`src/rtl/issue_rat_freelist.sv`:
```
// ----------------------------------------------------------------------------
// issue_rat_freelist
//
// Circular FIFO of free physical registers for the register alias table.
// PRFs 0..ARF_COUNT-1 hold the architectural state at reset; the remaining
// DEPTH = 2**PRF_WIDTH - ARF_COUNT PRFs are loaded into the list by an init
// sequencer (one entry per cycle) before any traffic is accepted.
//
// Rename pops one PRF per cycle. Every pop is reported, tagged with the
// requesting FGR, to the freelist checkpoint over the acquired handshake.
// The pop and the report are one transfer: they fire together or not at all.
// PRFs come back from two sources per cycle: the checkpoint's abandoned port
// (speculative rollback) and the retire release port (old mappings freed at
// commit). When both arrive together, abandoned goes first.
//
// Optional feature, selected by the macro ISSUE_RAT_FREELIST_OVERFLOW_CHECK_EN:
//   defined   - an occupancy overflow (double free / bogus PRF) drops that
//               cycle's pushes and sets the sticky o_error one cycle later.
//   undefined - o_error is tied low and overflowing pushes wrap unchecked.
//
// Ports:
//   clk, reset            clock; asynchronous active-high reset
//   i_alloc_valid         rename requests one PRF
//   o_alloc_ready         allocation fires this cycle
//   i_alloc_fgr           FGR of the requesting group
//   o_alloc_prf           PRF at the head of the list (combinational)
//   o_acquired_valid      allocation report to the checkpoint
//   i_acquired_ready      checkpoint accepts the report
//   o_acquired_fgr/prf    report payload (mirrors i_alloc_fgr / o_alloc_prf)
//   i_abandoned_valid/prf checkpoint returns a PRF; o_abandoned_ready accepts
//   i_release_valid/prf   retire frees a PRF;     o_release_ready accepts
//   o_free_count          number of PRFs in the list (0..DEPTH)
//   o_error               sticky overflow flag
// ----------------------------------------------------------------------------
module issue_rat_freelist #(
    parameter int PRF_WIDTH = 6,
    parameter int FGR_WIDTH = 4,
    parameter int ARF_COUNT = 32
) (
    input  logic                 clk,
    input  logic                 reset,

    input  logic                 i_alloc_valid,
    output logic                 o_alloc_ready,
    input  logic [FGR_WIDTH-1:0] i_alloc_fgr,
    output logic [PRF_WIDTH-1:0] o_alloc_prf,

    output logic                 o_acquired_valid,
    input  logic                 i_acquired_ready,
    output logic [FGR_WIDTH-1:0] o_acquired_fgr,
    output logic [PRF_WIDTH-1:0] o_acquired_prf,

    input  logic                 i_abandoned_valid,
    output logic                 o_abandoned_ready,
    input  logic [PRF_WIDTH-1:0] i_abandoned_prf,

    input  logic                 i_release_valid,
    output logic                 o_release_ready,
    input  logic [PRF_WIDTH-1:0] i_release_prf,

    output logic [PRF_WIDTH-1:0] o_free_count,
    output logic                 o_error
);

    localparam int DEPTH = (1 << PRF_WIDTH) - ARF_COUNT;
    localparam int PTR_W = (DEPTH > 1) ? $clog2(DEPTH) : 1;

    typedef enum logic {
        ST_INIT = 1'b0,
        ST_RUN  = 1'b1
    } state_t;

    // ------------------------------------------------------------------
    // State
    // ------------------------------------------------------------------
    state_t               state_reg, state_next;
    logic [PTR_W-1:0]     head_reg, head_next;
    logic [PTR_W-1:0]     tail_reg, tail_next;
    logic [PTR_W-1:0]     init_idx_reg, init_idx_next;
    logic [PRF_WIDTH-1:0] count_reg, count_next;

    // Storage is read combinationally at the head, so it maps to
    // distributed RAM / registers rather than a registered-read block RAM.
    logic [PRF_WIDTH-1:0] mem [DEPTH];

    // Two write ports: port 0 serves the init loader or the first push,
    // port 1 serves the release push when both returns arrive together.
    logic                 we0, we1;
    logic [PTR_W-1:0]     wa0, wa1;
    logic [PRF_WIDTH-1:0] wd0, wd1;
    logic [DEPTH-1:0]     wr_sel0, wr_sel1;

    // ------------------------------------------------------------------
    // Handshakes
    // ------------------------------------------------------------------
    logic       run;
    logic       alloc_fire;
    logic       abandoned_fire;
    logic       release_fire;
    logic [1:0] push_cnt;
    logic       push_ok;

    assign run = (state_reg == ST_RUN);

    // Valid towards the checkpoint depends only on the request and on the
    // list being nonempty, never on i_acquired_ready.
    assign o_acquired_valid  = run & i_alloc_valid & (count_reg != '0);
    assign alloc_fire        = o_acquired_valid & i_acquired_ready;
    assign o_alloc_ready     = alloc_fire;

    assign o_abandoned_ready = run;
    assign o_release_ready   = run;
    assign abandoned_fire    = run & i_abandoned_valid;
    assign release_fire      = run & i_release_valid;
    assign push_cnt          = {1'b0, abandoned_fire} + {1'b0, release_fire};

    assign o_alloc_prf       = mem[head_reg];
    assign o_acquired_prf    = mem[head_reg];
    assign o_acquired_fgr    = i_alloc_fgr;
    assign o_free_count      = count_reg;

`ifdef ISSUE_RAT_FREELIST_OVERFLOW_CHECK_EN
    // Occupancy after this cycle, one bit wider so values above DEPTH are
    // representable. A pop only fires when count is nonzero, so the
    // subtraction cannot underflow.
    logic [PRF_WIDTH:0] occ_next_ext;
    logic               overflow;
    logic               error_reg, error_next;

    assign occ_next_ext = {1'b0, count_reg}
                        + (PRF_WIDTH+1)'(push_cnt)
                        - (PRF_WIDTH+1)'(alloc_fire);
    assign overflow     = run & (occ_next_ext > (PRF_WIDTH+1)'(DEPTH));
    assign push_ok      = ~overflow;
    assign error_next   = error_reg | overflow;
    assign o_error      = error_reg;

    always_ff @(posedge clk or posedge reset) begin
        if (reset) begin
            error_reg <= 1'b0;
        end else begin
            error_reg <= error_next;
        end
    end
`else
    assign push_ok = 1'b1;
    assign o_error = 1'b0;
`endif

    // ------------------------------------------------------------------
    // Next-state logic (FSM + pointers + write ports)
    // ------------------------------------------------------------------
    always_comb begin
        state_next    = state_reg;
        head_next     = head_reg;
        tail_next     = tail_reg;
        init_idx_next = init_idx_reg;
        count_next    = count_reg;
        we0           = 1'b0;
        we1           = 1'b0;
        wa0           = tail_reg;
        wa1           = tail_reg + PTR_W'(1);
        wd0           = i_release_prf;
        wd1           = i_release_prf;

        case (state_reg)
            ST_INIT: begin
                // Entry k receives PRF ARF_COUNT+k; all inputs are ignored.
                we0           = 1'b1;
                wa0           = init_idx_reg;
                wd0           = PRF_WIDTH'(ARF_COUNT) + PRF_WIDTH'(init_idx_reg);
                count_next    = count_reg + PRF_WIDTH'(1);
                tail_next     = tail_reg + PTR_W'(1);
                init_idx_next = init_idx_reg + PTR_W'(1);
                if (init_idx_reg == PTR_W'(DEPTH - 1)) begin
                    state_next = ST_RUN;
                end
            end

            ST_RUN: begin
                head_next = head_reg + PTR_W'(alloc_fire);
                if (push_ok) begin
                    we0        = abandoned_fire | release_fire;
                    wd0        = abandoned_fire ? i_abandoned_prf : i_release_prf;
                    we1        = abandoned_fire & release_fire;
                    tail_next  = tail_reg + PTR_W'(push_cnt);
                    count_next = count_reg + PRF_WIDTH'(push_cnt)
                               - PRF_WIDTH'(alloc_fire);
                end else begin
                    // Overflowing pushes are dropped; the pop still proceeds.
                    count_next = count_reg - PRF_WIDTH'(alloc_fire);
                end
            end

            default: begin
                state_next = ST_INIT;
            end
        endcase
    end

    always_ff @(posedge clk or posedge reset) begin
        if (reset) begin
            state_reg    <= ST_INIT;
            head_reg     <= '0;
            tail_reg     <= '0;
            init_idx_reg <= '0;
            count_reg    <= '0;
        end else begin
            state_reg    <= state_next;
            head_reg     <= head_next;
            tail_reg     <= tail_next;
            init_idx_reg <= init_idx_next;
            count_reg    <= count_next;
        end
    end

    // ------------------------------------------------------------------
    // Storage: per-entry write selects, then one write process.
    // The two ports never target the same entry in one cycle.
    // ------------------------------------------------------------------
    for (genvar gi = 0; gi < DEPTH; gi++) begin : g_wsel
        assign wr_sel0[gi] = we0 & (wa0 == PTR_W'(gi));
        assign wr_sel1[gi] = we1 & (wa1 == PTR_W'(gi));
    end

    always_ff @(posedge clk) begin
        for (int i = 0; i < DEPTH; i++) begin
            if (wr_sel0[i]) begin
                mem[i] <= wd0;
            end else if (wr_sel1[i]) begin
                mem[i] <= wd1;
            end
        end
    end

endmodule
```
`config.mk`:
```
export PLATFORM = sky130hd
export DESIGN_NAME = issue_rat_freelist
export DESIGN_NICKNAME = d
export VERILOG_FILES = /design/src/rtl/issue_rat_freelist.sv
export SDC_FILE = /design/constraint.sdc
export NUM_CORES = 1
export LEC_CHECK = 0
export BUFFER_PORTS_ARGS = -buffer_cell sky130_fd_sc_hd__buf_2
export CAP_MARGIN = 0
export CORE_AREA = 5 5 157 159
export DETAILED_ROUTE_END_ITERATION = 6
export DIE_AREA = 0 0 162 164
export PLACE_DENSITY = 0.77
export REMOVE_ABC_BUFFERS = 1
export SYNTH_ARGS = -nofsm -noshare
export SYNTH_HDL_FRONTEND = slang
export SYNTH_SLANG_ARGS = --single-unit
```
`constraint.sdc`:
```
create_clock -name clk -period 4.7 [get_ports clk]
set_input_delay 0.94 -clock clk [delete_from_list [all_inputs] [get_ports clk]]
set_output_delay 0.94 -clock clk [all_outputs]
set_load 0.005 [all_outputs]
```
; ---- After elaboration in Yosys (flattened, before gate mapping)
; Memories as Yosys holds them, arrays and structs flattened.
; Cells that the tools add are included.
[op_classes]
n_addsub = 9
multipliers = 0
n_div = 0
n_lt_le_gt_ge = 0
eq_ne = 63
shift = 0
mux = 291
bitwise = 104
reduce_logical = 33
[op_table]
columns = op, n
row1 = 6-bit 2-to-1 mux, 63
row2 = 1-bit 2-to-1 mux, 193
row3 = 6-bit OR reduction, 30
row4 = "5-bit == test, second input constant", 33
row5 = 5-bit 2-to-1 mux, 31
row6 = "5-bit by 4-bit == test with 1-bit output, second input constant", 16
row7 = 1-bit AND, 70
row8 = "5-bit by 3-bit == test with 1-bit output, second input constant", 8
row9 = 1-bit OR, 33
row10 = 6-bit one-hot mux with 2 select lines, 2
row11 = "5-bit by 2-bit == test with 1-bit output, second input constant", 4
row12 = "5-bit by 1-bit adder with 5-bit output, second input constant", 2
row13 = "5-bit by 1-bit == test with 1-bit output, second input constant", 2
row14 = 5-bit logical NOT, 2
row15 = 5-bit one-hot mux with 2 select lines, 1
row16 = "6-bit by 1-bit adder with 6-bit output, second input constant", 1
row17 = 6-bit by 2-bit adder with 6-bit output, 1
row18 = "6-bit by 5-bit adder with 6-bit output, first input constant", 1
row19 = 6-bit nonzero test, 1
row20 = 6-bit by 1-bit subtractor with 6-bit output, 1
row21 = 5-bit by 1-bit adder with 5-bit output, 1
row22 = 5-bit by 2-bit adder with 5-bit output, 1
row23 = 1-bit by 1-bit adder with 2-bit output, 1
row24 = 1-bit one-hot mux with 2 select lines, 1
row25 = 1-bit NOT, 1
[word_totals]
regBits = 22
latchBits = 0
ram_bits = 192
romBits = 0
inputBits = 22
elab_cells = 506
n_memories = 1
[mem_list]
columns = memory, words, width, read_ports, rd_ports_with_merged_regs, wr, line
row1 = mem, 32, 6, 1, 0, 2, 84  ; logic [PRF_WIDTH-1:0] mem [DEPTH];

; ---- Depth between registers and ports, before layout
[depth]
depth_word = 24
ltp_mapped = 18
depth_no_buf = 12

; ---- Least setup slack after synthesis
; OpenSTA, ideal clock, no wires.
[synth_path]
path_type = flip-flop to flip-flop
from = register state_reg (netlist: o_abandoned_ready)
to = register count_reg[5] (netlist: o_free_count[5])
setup_time_ns = 0.136
arrival_ns = 3.585
slack_ns = 0.979
path_stages_with_launch = 19
path_buffers = 7
path_cell_list = dfrtp_1 > buf_4 > buf_6 > buf_8 > buf_2 > buf_1 > clkbuf_1 > nand2_1 > inv_1 > ha_1 > buf_2 > inv_1 > ha_1 > inv_1 > ha_1 > a21o_1 > a2111oi_0 > xnor2_1 > a21oi_1
[synth_via]
elab_chain_cells = 5
elab_cells_between_ends = 10
cone_classes = add/sub: 3 / mux: 1 / bitwise: 6
[synth_lines]
columns = item, line
row1 = start: declaration, 76  ; state_t state_reg, state_next;
row2 = start signal: assignment, 209  ; state_reg <= state_next;
row3 = "1-bit AND, on equally long branches", "113, 107, 114"
row4 = 1-bit by 1-bit adder with 2-bit output / 1-bit AND (equally long branches), "115, 107"
row5 = 6-bit by 2-bit adder with 6-bit output / 1-bit AND (equally long branches), "187, 108"
row6 = 6-bit by 1-bit subtractor with 6-bit output, 188  ; - PRF_WIDTH'(alloc_fire);
row7 = 6-bit one-hot mux with 2 select lines (*), 166  ; case (state_reg)
row8 = via count_next[5], 80  ; logic [PRF_WIDTH-1:0] count_reg, count_next;
row9 = end signal: assignment, 213  ; count_reg <= count_next;
row10 = end: declaration, 80
; Mark *: on every way through the listed nets, which the timed path passes. The rest lies on a longest branch.
; A chain may end at the register's enable or synchronous reset.

; ---- Worst setup path after layout
[layout_path]
from = register head_reg[0]
to = output o_acquired_prf[1]
[layout_via]
elab_chain_cells = 1
[layout_lines]
columns = item, line
row1 = start: declaration, 77  ; logic [PTR_W-1:0] head_reg, head_next;
row2 = start signal: assignment, 210  ; head_reg <= head_next;
row3 = memory read 32 x 6 bit, n/a
row4 = end: declaration, 51  ; output logic [PRF_WIDTH-1:0] o_acquired_prf,
; Every way passes these cells.

==> flow_summary.toml <==
[final_layout]
nFillCells = 1748
antenna_cells = 0
syn_to_final_growth_pct = 5.51
layout-drive-gt1-share_pct = 39.4
regMostFlops = "mem"
largest_reg_flops = 192
fin_nets = 986
post-route-cell-area_sq_mm = 0.0143

[global_routing]
grt.met3_usage_pct = 3.44
grt.overflow.total = 0
grt_pass1_wl_mm = 50.9
grt.total_usage_pct = 25.0
antenna_found_initial = 1
grt_max_degree = 58
use_met1_pct = 34.7
top_usage_layer = "met2"
use_met2_pct = 42.7
grt_pass1_vias = 8183

[drt]
drc = 9
num_vias = 8331
wl_mm = 33.3
ant_nets = 0
vias_per_cell = 6.70
wire_per_inst_um = 26.8
first_pass_iters = 7
drt_iter0_drc = 1004

[place]
dp_slack_ns = 1.03
dp_hpwl_mm = 21.4
place_area_sq_mm = 0.0135
io_buffers = 39
gp_congestion = 0.898

[clock_network]
cts.repair.resized = 0
htreeDepth = 1
cts-buffers-inserted = 25
clock_latency_ns = 0.52
postCtsSetupRepairBufs = 0
cts_sinks = 214
path_clk_slew_ns = 0.06
cts_buffer_depth = 3
cts_tree = "done"
cts_root_buf = "clkbuf_16"
hold_buffers = 0

[floorplanning]
core_area_sq_mm = 0.0231
die_w_um = 162
io-pin-count = 49
dieArea_sq_mm = 0.0266
rows = 56
die_h_um = 164
start_util_pct = 58.8

[sta]
fin_skew_ns = 0.00941
whs_ns = 0.611
setup_viol = 0
drv_slew = 0
setup_slack_ns = 0.643
maxSlewHeadroom_pct = 31.9
period_needed_ns = 4.06
tightestPinTransition_ns = 1.01
max_clock_freq_mhz = 246
hold_viol = 0
period_share_pct = 86.3
grt_setup_unrepaired = "false"
tns_ns = 0

[outcome]
violations = "DRC"
outcome = "finished, violations left"

[setup_path]
arrival_ns = 3.12
crit_path_start_kind = "flip-flop"
cpLargestDelayFamily = "flip-flops"
crit_fanout = 19
crit_path_start = "head_reg[0]"
critPathBufInv = 2
crit_slowest_cell = "dfrtp_2"
end_kind = "primary output"
worstSetupPathType = "flip-flop to primary output"
worstPathCellList = "buf_4 > mux4_2 > a221oi_1 > nand3_1 > buf_2"
crit_path_max_incr_delay_ns = 0.72
cp_data_required_time_ns = 3.76
reg2reg_from = "tail_reg[0]"

[synthesis]
synth_top_area_share_pct = 42.4
avgSynthCellArea_sq_um = 14.2
ys_warn_count = 0
synth_flop_cell = "edfxtp_1"
syn-instance-count = 960
synth_seq_cells = 214
syn_area_sq_mm = 0.0136
synth_cell_types = 79
netlist_top_cells_area = "edfxtp_1 42%, mux2_2 14%, mux2i_1 4.1%"
async_reset_ff_share_pct = 10.3
synth_seq_area_share_pct = 46.5
synth_edf_count = 192
synth.largest_area_cell = "edfxtp_1"

[job]
max_cap_violations = 0

[power_and_ir_drop]
powerDensity_mw_per_mm2 = 533
fin_total_pwr_uw = 7640
p_leak_uw = 0.00486
vdd_drop_max_uv = 365

[worst_hold_path]
hold_path.class = "flip-flop to flip-flop"
hold_path_startpoint = "init_idx_reg[3]"
## worst register-to-register path: stages, from the launching register on
cell and delay (ns):
dfrtp_1 0.66, ha_1 0.58, and3_1 0.48, mux2_2 0.55, o21ai_0 0.82
## power breakdown
group	switching, uW	internal, uW
Combinational	1800	1160
Clock	783	1180
Sequential	314	2400
## cells by family (layout without fill, tap and decap cells)
| logic type | Yosys count | in the layout | share of synthesized area [%] |
|---|---|---|---|
| AO/OA/AOI/OAI | 139 | 139 | 11.4 |
| XOR/XNOR | 18 | 18 | 1.16 |
| adder cells (fa/ha/maj) | 28 | 28 | 2.69 |
| buffers and inverters | 123 | 117 | 6.17 |
| flip-flops | 214 | 214 | 46.5 |
| multiplexers | 281 | 281 | 25.4 |
| other | 1 | 1 | 0.0276 |
| AND/OR/NAND/NOR | 156 | 156 | 6.72 |
## cells in the final DEF (no fill, tap or decap), types with 6 or more instances in the layout
master     Yosys  layout
nand3b_1       6       6
clkbuf_16      0      25
o21bai_1      13      13
edfxtp_1     192     192
nand3_1       29      29
clkbuf_1      37       6
ha_1          26      26
inv_1         20      20
buf_4         18      13
nor2_1        11      11
mux4_2        24      24
xnor2_1       16      16
buf_2         14      39
a222oi_1      12      12
a22o_1         6       6
mux2_4        23      23
a221oi_1       6       6
a2111oi_4     13      13
o21ai_0       20      20
mux2i_1       56      56
a21oi_1       22      18
nand4_1        6       6
a22oi_1       16      16
dfrtp_1       22      19
mux2_2       173     173
a211oi_4       9       9
nand2_1       52      52
## synthesized netlist by cell type (18+ instances only)
cell and count:
buf_4 18, mux4_2 24, dfrtp_1 22, mux2_2 173, nand2_1 52, nand3_1 29
edfxtp_1 192, ha_1 26, inv_1 20, mux2_4 23, o21ai_0 20, mux2i_1 56
clkbuf_1 37, a21oi_1 22
## worst paths after layout
| path | slack [ns] | cells past startpoint | end |
|---|---|---|---|
| min in group asynchronous | 0.63 | 2 | tail_reg[2] |
| worst max register to register | 1.23 | 4 | mem[17][4] |
| max in group asynchronous | 3.35 | 2 | head_reg[2] |
| worst min register to register | 0.61 | 1 | init_idx_reg[3] |
| worst max-delay path | 0.64 | 5 | o_acquired_prf[1] |
| worst min-delay path | 0.61 | 1 | init_idx_reg[3] |
## stage by stage
step / utilization (%) / cells
after CTS: 62.0 / 1244
after detailed placement: 58.5 / 1199
final: 62.0 / 1244
after floorplan: - / 857
after global placement: 58.5 / 1199
after global routing: 62.0 / 1244
## area by class of cell
type / count / area, sq um / share of cell area [%]
inverters: 20 / 75.1 / 0.523
clock inverters: 12 / 151 / 1.06
well taps: 290 / 363 / 2.53
flip-flops and latches: 214 / 6320 / 44.1
repair buffers: 52 / 293 / 2.04
clock buffers: 33 / 676 / 4.71
multi-input cells: 623 / 6460 / 45.1
## layer usage
| metal | up-vias | routed length (um) |
|---|---|---|
| met2 | 356 | 16300 |
| met1 | 4263 | 14100 |
| met5 | - | 13 |
| met3 | 50 | 2270 |
| li1 | 3660 | - |
| met4 | 2 | 559 |
Power figures use the tool's default switching activity.
